$ cat src/rtl/comporta_sequenciador.sv
// Gate (comporta) servo sequencer.
// Arbitrates open requests from the manual, serial and auto sources.
// Steps the servo position up to fully open, holds there, then steps back down to closed.
// Reports the current state on a 4-bit code for the hex displays.
module comporta_sequenciador #(
    parameter int N_POS  = 8,        // servo positions, 0 = closed, N_POS-1 = fully open
    parameter int PASSO  = 50000,    // cycles spent at each intermediate position
    parameter int ABERTO = 5000000   // cycles held fully open before closing
) (
    input  logic       clock,
    input  logic       reset,          // asynchronous, active-low
    input  logic       req_manual,
    input  logic       req_auto,
    input  logic       req_serial,
    input  logic       peso_max_zero,
    output logic [2:0] posicao,
    output logic       aberta,
    output logic       ocupado,
    output logic [1:0] grant,
    output logic       fim,
    output logic [3:0] db_estado
);

    // One shared timer serves both the per-step delay and the open hold,
    // so it is sized for the longer of the two.
    localparam int T_MAX = (PASSO > ABERTO) ? PASSO : ABERTO;
    localparam int TW    = (T_MAX > 2) ? $clog2(T_MAX) : 1;

    localparam logic [TW-1:0] T_ZERO     = '0;
    localparam logic [TW-1:0] T_UM       = TW'(1);
    localparam logic [TW-1:0] PASSO_FIM  = TW'(PASSO - 1);
    localparam logic [TW-1:0] ABERTO_FIM = TW'(ABERTO - 1);
    localparam logic [2:0]    POS_TOPO   = 3'(N_POS - 2);   // last step before fully open

    localparam logic [1:0] G_NENHUM = 2'b00;
    localparam logic [1:0] G_MANUAL = 2'b01;
    localparam logic [1:0] G_SERIAL = 2'b10;
    localparam logic [1:0] G_AUTO   = 2'b11;

    // Encodings double as the display code.
    typedef enum logic [3:0] {
        OCIOSO   = 4'd0,
        ABRINDO  = 4'd2,
        ABERTA   = 4'd3,
        FECHANDO = 4'd4,
        FIM      = 4'd5
    } estado_t;

    estado_t       r_estado, w_estado_next;
    logic [TW-1:0] r_timer,  w_timer_next;
    logic [2:0]    r_posicao, w_posicao_next;
    logic [1:0]    r_grant,  w_grant_next;
    logic          r_pend,   w_pend_next;
    logic          w_pend_clr;
    logic          w_tem_req;
    logic [1:0]    w_sel;
    logic          w_estende;

    // Fixed priority selection: manual over pending serial over auto.
    always_comb begin
        w_sel = G_NENHUM;
        if (req_manual)
            w_sel = G_MANUAL;
        else if (r_pend)
            w_sel = G_SERIAL;
        else if (req_auto)
            w_sel = G_AUTO;
    end

    assign w_tem_req = req_manual | r_pend | req_auto;

    // A level source that still holds its request keeps the gate open; a serial grant never does.
    assign w_estende = ((r_grant == G_MANUAL) && req_manual) ||
                       ((r_grant == G_AUTO)   && req_auto);

    // Next-state, timer, position and grant computation.
    always_comb begin
        w_estado_next  = r_estado;
        w_timer_next   = r_timer;
        w_posicao_next = r_posicao;
        w_grant_next   = r_grant;
        w_pend_clr     = 1'b0;
        case (r_estado)
            OCIOSO: begin
                if (w_tem_req && !peso_max_zero) begin
                    w_grant_next  = w_sel;
                    w_timer_next  = T_ZERO;
                    w_estado_next = ABRINDO;
                    w_pend_clr    = (w_sel == G_SERIAL);
                end
            end
            ABRINDO: begin
                if (peso_max_zero) begin
                    // Abort: descend from wherever the servo currently is.
                    w_timer_next  = T_ZERO;
                    w_estado_next = FECHANDO;
                end else if (r_timer == PASSO_FIM) begin
                    w_timer_next   = T_ZERO;
                    w_posicao_next = r_posicao + 3'd1;
                    if (r_posicao == POS_TOPO)
                        w_estado_next = ABERTA;
                end else begin
                    w_timer_next = r_timer + T_UM;
                end
            end
            ABERTA: begin
                if (peso_max_zero) begin
                    w_timer_next  = T_ZERO;
                    w_estado_next = FECHANDO;
                end else if (w_estende) begin
                    w_timer_next = T_ZERO;
                end else if (r_timer == ABERTO_FIM) begin
                    w_timer_next  = T_ZERO;
                    w_estado_next = FECHANDO;
                end else begin
                    w_timer_next = r_timer + T_UM;
                end
            end
            FECHANDO: begin
                if (r_timer == PASSO_FIM) begin
                    w_timer_next = T_ZERO;
                    if (r_posicao == 3'd0) begin
                        // Entered already closed (abort at position 0): finish without underflow.
                        w_estado_next = FIM;
                    end else begin
                        w_posicao_next = r_posicao - 3'd1;
                        if (r_posicao == 3'd1)
                            w_estado_next = FIM;
                    end
                end else begin
                    w_timer_next = r_timer + T_UM;
                end
            end
            FIM: begin
                w_grant_next  = G_NENHUM;
                w_timer_next  = T_ZERO;
                w_estado_next = OCIOSO;
            end
            default: begin
                w_grant_next  = G_NENHUM;
                w_timer_next  = T_ZERO;
                w_estado_next = OCIOSO;
            end
        endcase
    end

    // Sticky serial flag: a new pulse wins over a clear in the same cycle.
    always_comb begin
        w_pend_next = r_pend;
        if (req_serial)
            w_pend_next = 1'b1;
        else if (w_pend_clr)
            w_pend_next = 1'b0;
    end

    // State and datapath registers.
    always_ff @(posedge clock or negedge reset) begin
        if (!reset) begin
            r_estado  <= OCIOSO;
            r_timer   <= T_ZERO;
            r_posicao <= 3'd0;
            r_grant   <= G_NENHUM;
            r_pend    <= 1'b0;
        end else begin
            r_estado  <= w_estado_next;
            r_timer   <= w_timer_next;
            r_posicao <= w_posicao_next;
            r_grant   <= w_grant_next;
            r_pend    <= w_pend_next;
        end
    end

    assign posicao   = r_posicao;
    assign aberta    = (r_estado == ABERTA);
    assign ocupado   = (r_estado == ABRINDO) || (r_estado == ABERTA) || (r_estado == FECHANDO);
    assign grant     = r_grant;
    assign fim       = (r_estado == FIM);
    assign db_estado = r_estado;

endmodule
$ cat config.mk
export PLATFORM = sky130hd
export DESIGN_NAME = comporta_sequenciador
export DESIGN_NICKNAME = d
export VERILOG_FILES = /design/src/rtl/comporta_sequenciador.sv
export SDC_FILE = /design/constraint.sdc
export NUM_CORES = 1
export LEC_CHECK = 0
export CAP_MARGIN = 0
export CORE_AREA = 3 3 70 72
export CTS_BUF_LIST = sky130_fd_sc_hd__clkbuf_4
export CTS_CLUSTER_SIZE = 24
export DETAILED_ROUTE_END_ITERATION = 6
export DIE_AREA = 0 0 73 75
export MAX_ROUTING_LAYER = met4
export PLACE_DENSITY = 0.68
export SYNTH_ARGS = -nofsm -noshare
export SYNTH_HDL_FRONTEND = slang
export SYNTH_SLANG_ARGS = --single-unit
$ cat constraint.sdc
create_clock -name clock -period 2.5 [get_ports clock]
set_input_delay 0.25 -clock clock [delete_from_list [all_inputs] [get_ports clock]]
set_output_delay 0.25 -clock clock [all_outputs]
set_load 0.02 [all_outputs]
# Word-level counts from Yosys, hierarchy flattened
# Index checks and enable logic that the tools add are counted.
# word_totals
ff_bits	33
latchBits	0
ramBits	0
mem_bits_ro	0
mem_count	0
# op_classes
add_sub_neg	3
n_mul	0
div	0
n_lt_le_gt_ge	0
eq_ne	21
shifts	0
n_mux	32
bitwise_logic	3
n_reduce_logical	15
# ops
op	count
$mux W23	6
$pmux W23 S4	1
$mux W4	10
$add A23 B1 Y23 const B	1
$eq A23 B16 Y1 const B	1
$eq A23 B23 Y1 const B	1
$pmux W4 S4	1
$mux W3	4
$ne A3 B3 Y1 const B	4
$ne A2 B2 Y1 const B	5
$eq A4 B2 Y1 const B	2
$eq A4 B3 Y1 const B	2
$mux W2	4
$reduce_and A7 Y1	1
$pmux W3 S2	1
$reduce_and A5 Y1	1
$eq A2 B2 Y1 const B	2
$logic_not A4 Y1	1
$mux W1	4
$pmux W2 S2	1
$reduce_bool A2 Y1	2
$add A3 B1 Y3 const B	1
$eq A3 B1 Y1 const B	1
$eq A3 B3 Y1 const B	1
11 further kinds	16

# Depth between registers and ports, before layout
# depth
word_depth	8
mapped_depth	7
ltp_nobuf	7

# Least setup slack after synthesis
# Ideal clock, no wire load.
# synth_timing
kind	flip-flop to flip-flop
from	reg r_timer[18]
to	reg r_estado[1], in the netlist db_estado[1]
setup_ns	0.125
t_arrival_ns	2.026
path_slack_ns	0.349
stages_incl_launch_ff	6
synth_period_minus_slack_ns	2.151
cell_sequence	dfrtp_1 or4_1 nor4_1 a21boi_2 nor3_4 mux2_2
# synth_between
elab_chain_cells	3
elab_cells_between_ends	6
classes_between	eq/ne: 5; reduce/logical: 1
# synth_rtl
element	line	text
start, declared	50	logic [TW-1:0] r_timer, w_timer_next;
start signal, assigned	166	r_timer <= w_timer_next;
$eq A23 B16 Y1 / $eq A23 B23 Y1 (equally long branches)	97, 120, 112	
$ne A3 B3 Y1 (no source line) (tied with other cells)	-	
$reduce_and A7 Y1 (no source line) *	-	
end signal, assigned	165	r_estado <= w_estado_next;
end, declared	49	estado_t r_estado, w_estado_next;
# Every way passes the cells marked *; elsewhere a longest branch is shown, timed or not.
# A chain may end at the register's enable or synchronous reset.

# Worst setup path in the final report
# Ends and elaborated chain as after synthesis.

==> Flow_metrics.wiki <==
{| class="wikitable"
! Metric !! Value
|-
| Die height || about 75 um
|-
| Setup TNS Final || 0 ns
|-
| Max-slew violation count || 0
|-
| Number of unique standard cell types used by synthesis || 44
|-
| P&R area growth vs syn || 16.2%
|-
| Multi-input logic area || ~1100 um^2
|-
| Row count || 24
|-
| ANT cells || 0
|-
| Clock-pin slew reported for the worst setup and hold paths after clock tree synthesis || 0.10 ns
|-
| Max-capacitance violation count || 0
|-
| Number of enable-type register cells in the synthesized netlist || 0
|-
| Wire length of the first global-routing pass || 6.96 mm
|-
| Endpoint arrival time on the critical path || 2.52 ns
|-
| Total Routing Usage GR || 0.168
|-
| Worst clock skew || 0.00515 ns
|-
| Clock period minus final worst setup slack || 2.30 ns
|-
| Clk Latency, worst-skew pair || 0.33 ns
|-
| Remaining antenna violation count || 0
|-
| Effective utilization at floorplan || 0.439
|-
| Pwr/cell area || 765 nW/um^2
|-
| Placed wire-length estimate || 2.71 mm
|-
| Final hold violation count || 0
|-
| Vias after detailed routing || 1555
|-
| CTS tree || done
|-
| Min-Delay Path Class || primary input to asynchronous set/reset pin
|-
| Number of input and output port buffers inserted || 16
|-
| Average detailed-routed wire length per instance || 14.1 um
|-
| Fraction of met1 tracks used by global routing || 0.207
|-
| Vias in the first global route || 1549
|-
| GR Util met3 || 0.0360
|-
| Actual slew at the worst max-slew pin || ~0.53 ns
|-
| Number of DRC markers after the initial detailed-route iteration || 44
|-
| Yosys warnings || 0
|-
| Async set or reset register ratio after synthesis || 1.00
|-
| Final critical-path share of the clock period || 0.921
|-
| Post-synthesis net count || between 200 and 250
|-
| Cell count after synthesis || 205
|-
| Root cell of the clock tree || clkbuf_4
|-
| Leakage || 0.903 nW
|-
| Sequential share of the synthesized area || 0.419
|-
| Number of setup violations in the final report || 0
|-
| Crit path required time || 2.72 ns
|-
| Filler cells || 440
|-
| Weighted congestion reported at the end of routability-driven placement || 0.785
|-
| Iteration count of the initial detailed-routing pass || 4
|-
| Library cell occupying the most area in the post-synthesis netlist || dfrtp_1
|-
| Worst setup EP type || flip-flop
|-
| Reg area || 801 um^2
|-
| Met2 Track Usage GR || 0.271
|-
| Sinks on Clock Net || 32
|-
| F_max || roughly 430 MHz
|-
| I/O Pins || 18
|-
| Count of instances resized after the clock tree is built || 0
|-
| Via/cell ratio || roughly 5.5
|-
| Largest net degree at the start of global routing || 33
|-
| Maximum VDD drop || 0.291 mV
|-
| Global-route layer with the greatest usage || met2
|-
| Horizontal die dimension || 73 um
|-
| Leading post-synthesis cells by cell area || dfrtp_1 42%, xnor2_1 8.7%, nand2_1 4.9%
|-
| Launching element of the worst setup path || r_timer[18]
|-
| Post-synthesis sequential element count || 32
|-
| Core area || 4350 um^2
|-
| Clk buf depth || 2
|-
| Main flop type after synthesis || dfrtp_1
|-
| Nets@finish || 243
|-
| Worst Setup Start Kind || flip-flop
|-
| Total congestion overflow || 0
|-
| Max FO, Critical Path || 8
|-
| Post-Syn Area per Cell || 9.33 um^2
|-
| Antenna violations before repair || 0
|-
| Power, Total || 0.00170 W
|-
| Share of layout cells above drive strength 1 || 0.117
|-
| Total DRC errors in the routed layout || 0
|-
| Number of clock buffers inserted by TritonCTS || 5
|-
| Reg-to-Reg Start || r_timer[18]
|-
| Setup repair after global routing missed its margin || no
|-
| Area share of the largest cell type after synthesis || 0.419
|-
| Max-slew headroom || 0.641
|-
| CTS HTree Levels || 2
|-
| Area of the die || 5480 um^2
|-
| Mapped Area || 1910 um^2
|-
| Status || complete, no violations
|-
| DRT Wirelength || 4.00 mm
|-
| Critical setup path kind || flip-flop to flip-flop
|}
## worst paths after layout
kind                       slack (ns)            to  depth (start not counted)
max                              0.20  db_estado[1]                          6
max in group asynchronous        1.89    posicao[1]                          2
min                              0.32   r_timer[17]                          2
min reg2reg                      0.52        r_pend                          1
max reg2reg                      0.20  db_estado[1]                          6
min in group clock               0.50        r_pend                          2
## Yosys cell counts (4+ instances only)
cell,count
a21oi_1,6
dfrtp_1,32
ha_1,6
inv_1,7
nand2_1,25
nand3_1,5
nand4_1,4
nor2_1,24
nor3_1,4
nor4_1,11
nor4b_1,4
o21ai_0,7
xnor2_1,19
## worst max-delay path, cell delays in order (launching register included)
cell      delay (ns)
dfrtp_1         0.43
or4_1           0.54
nor4_1          0.30
buf_4           0.18
a21boi_2        0.12
nor3_4          0.26
mux2_2          0.35
## layout make-up
class / count / share of cell area
flip-flops and latches: 32 / 0.361
clock buffers: 6 / 0.0203
well taps: 52 / 0.0293
inverters: 7 / 0.0118
clock inverters: 1 / 0.00225
multi-input cells: 161 / 0.477
repair buffers: 24 / 0.0992
## logic make-up after synthesis
| kind of cell | synth area share |
|---|---|
| and+or+nand+nor | 0.302 |
| DFF | 0.419 |
| AOI/OAI and AO/OA | 0.0995 |
| xor gates and xnor gates | 0.0916 |
| buffers and inverters | 0.0295 |
| adders and majority gates | 0.0393 |
| muxes | 0.0177 |
| other | 0.00196 |
## through the flow
stage	worst slack, ns	instance area [um^2]	util	hold WS, ns	std cells
after floorplan	0.349	1910	-	-0.0456	205
final	0.198	2220	0.510	0.318	283
after global placement	0.150	2160	0.495	0.482	274
after detailed placement	0.0835	2160	0.495	0.496	274
after CTS	0.0609	2210	0.507	0.324	281
after global routing	0.0988	2220	0.510	0.345	283
## sequential cells by signal, summed over array words and instances (netlist names)
register	count
grant	2
r_timer	23
db_estado	3
r_pend	1
posicao	3
## where the power goes
part | internal (W) | leakage (nW) | total (W) | switching [W]
clock network | 0.000114 | 0.0315 | 0.000293 | 0.000178
logic | 0.000325 | 0.447 | 0.000748 | 0.000423
registers | 0.000579 | 0.425 | 0.000659 | 0.0000798
## per-layer routing
| metal | up-vias | part of all wire |
|---|---|---|
| met2 | 24 | 0.47 |
| met4 | 0 | 0.015 |
| met1 | 745 | 0.48 |
| li1 | 779 | - |
| met5 | - | 0 |
| met3 | 7 | 0.037 |
## cells in the final DEF (no fill, tap or decap), types with 2 or more instances in the layout
cell / count
a211oi_1: 2
a21o_1: 3
a21oi_1: 5
a31oi_1: 2
and4_1: 3
buf_4: 8
clkbuf_4: 6
clkdlybuf4s50_1: 16
dfrtp_1: 32
ha_1: 6
inv_1: 7
mux2_2: 3
nand2_1: 25
nand2b_1: 3
nand3_1: 5
nand4_1: 4
nor2_1: 24
nor2b_1: 2
nor3_1: 4
nor3_4: 2
nor3b_1: 2
nor4_1: 11
nor4b_1: 4
o211ai_1: 3
o21ai_0: 7
or3_1: 3
or4_1: 2
xnor2_1: 19
## timing repair
action / in CTS / in global routing
endpoints found under the setup margin: 0 / 17
hold buffers: 0 / 0
hold endpoints to repair: 0 / 0
buffers inserted: 0 / 2
No activity file was read; power rests on OpenSTA's default activity.
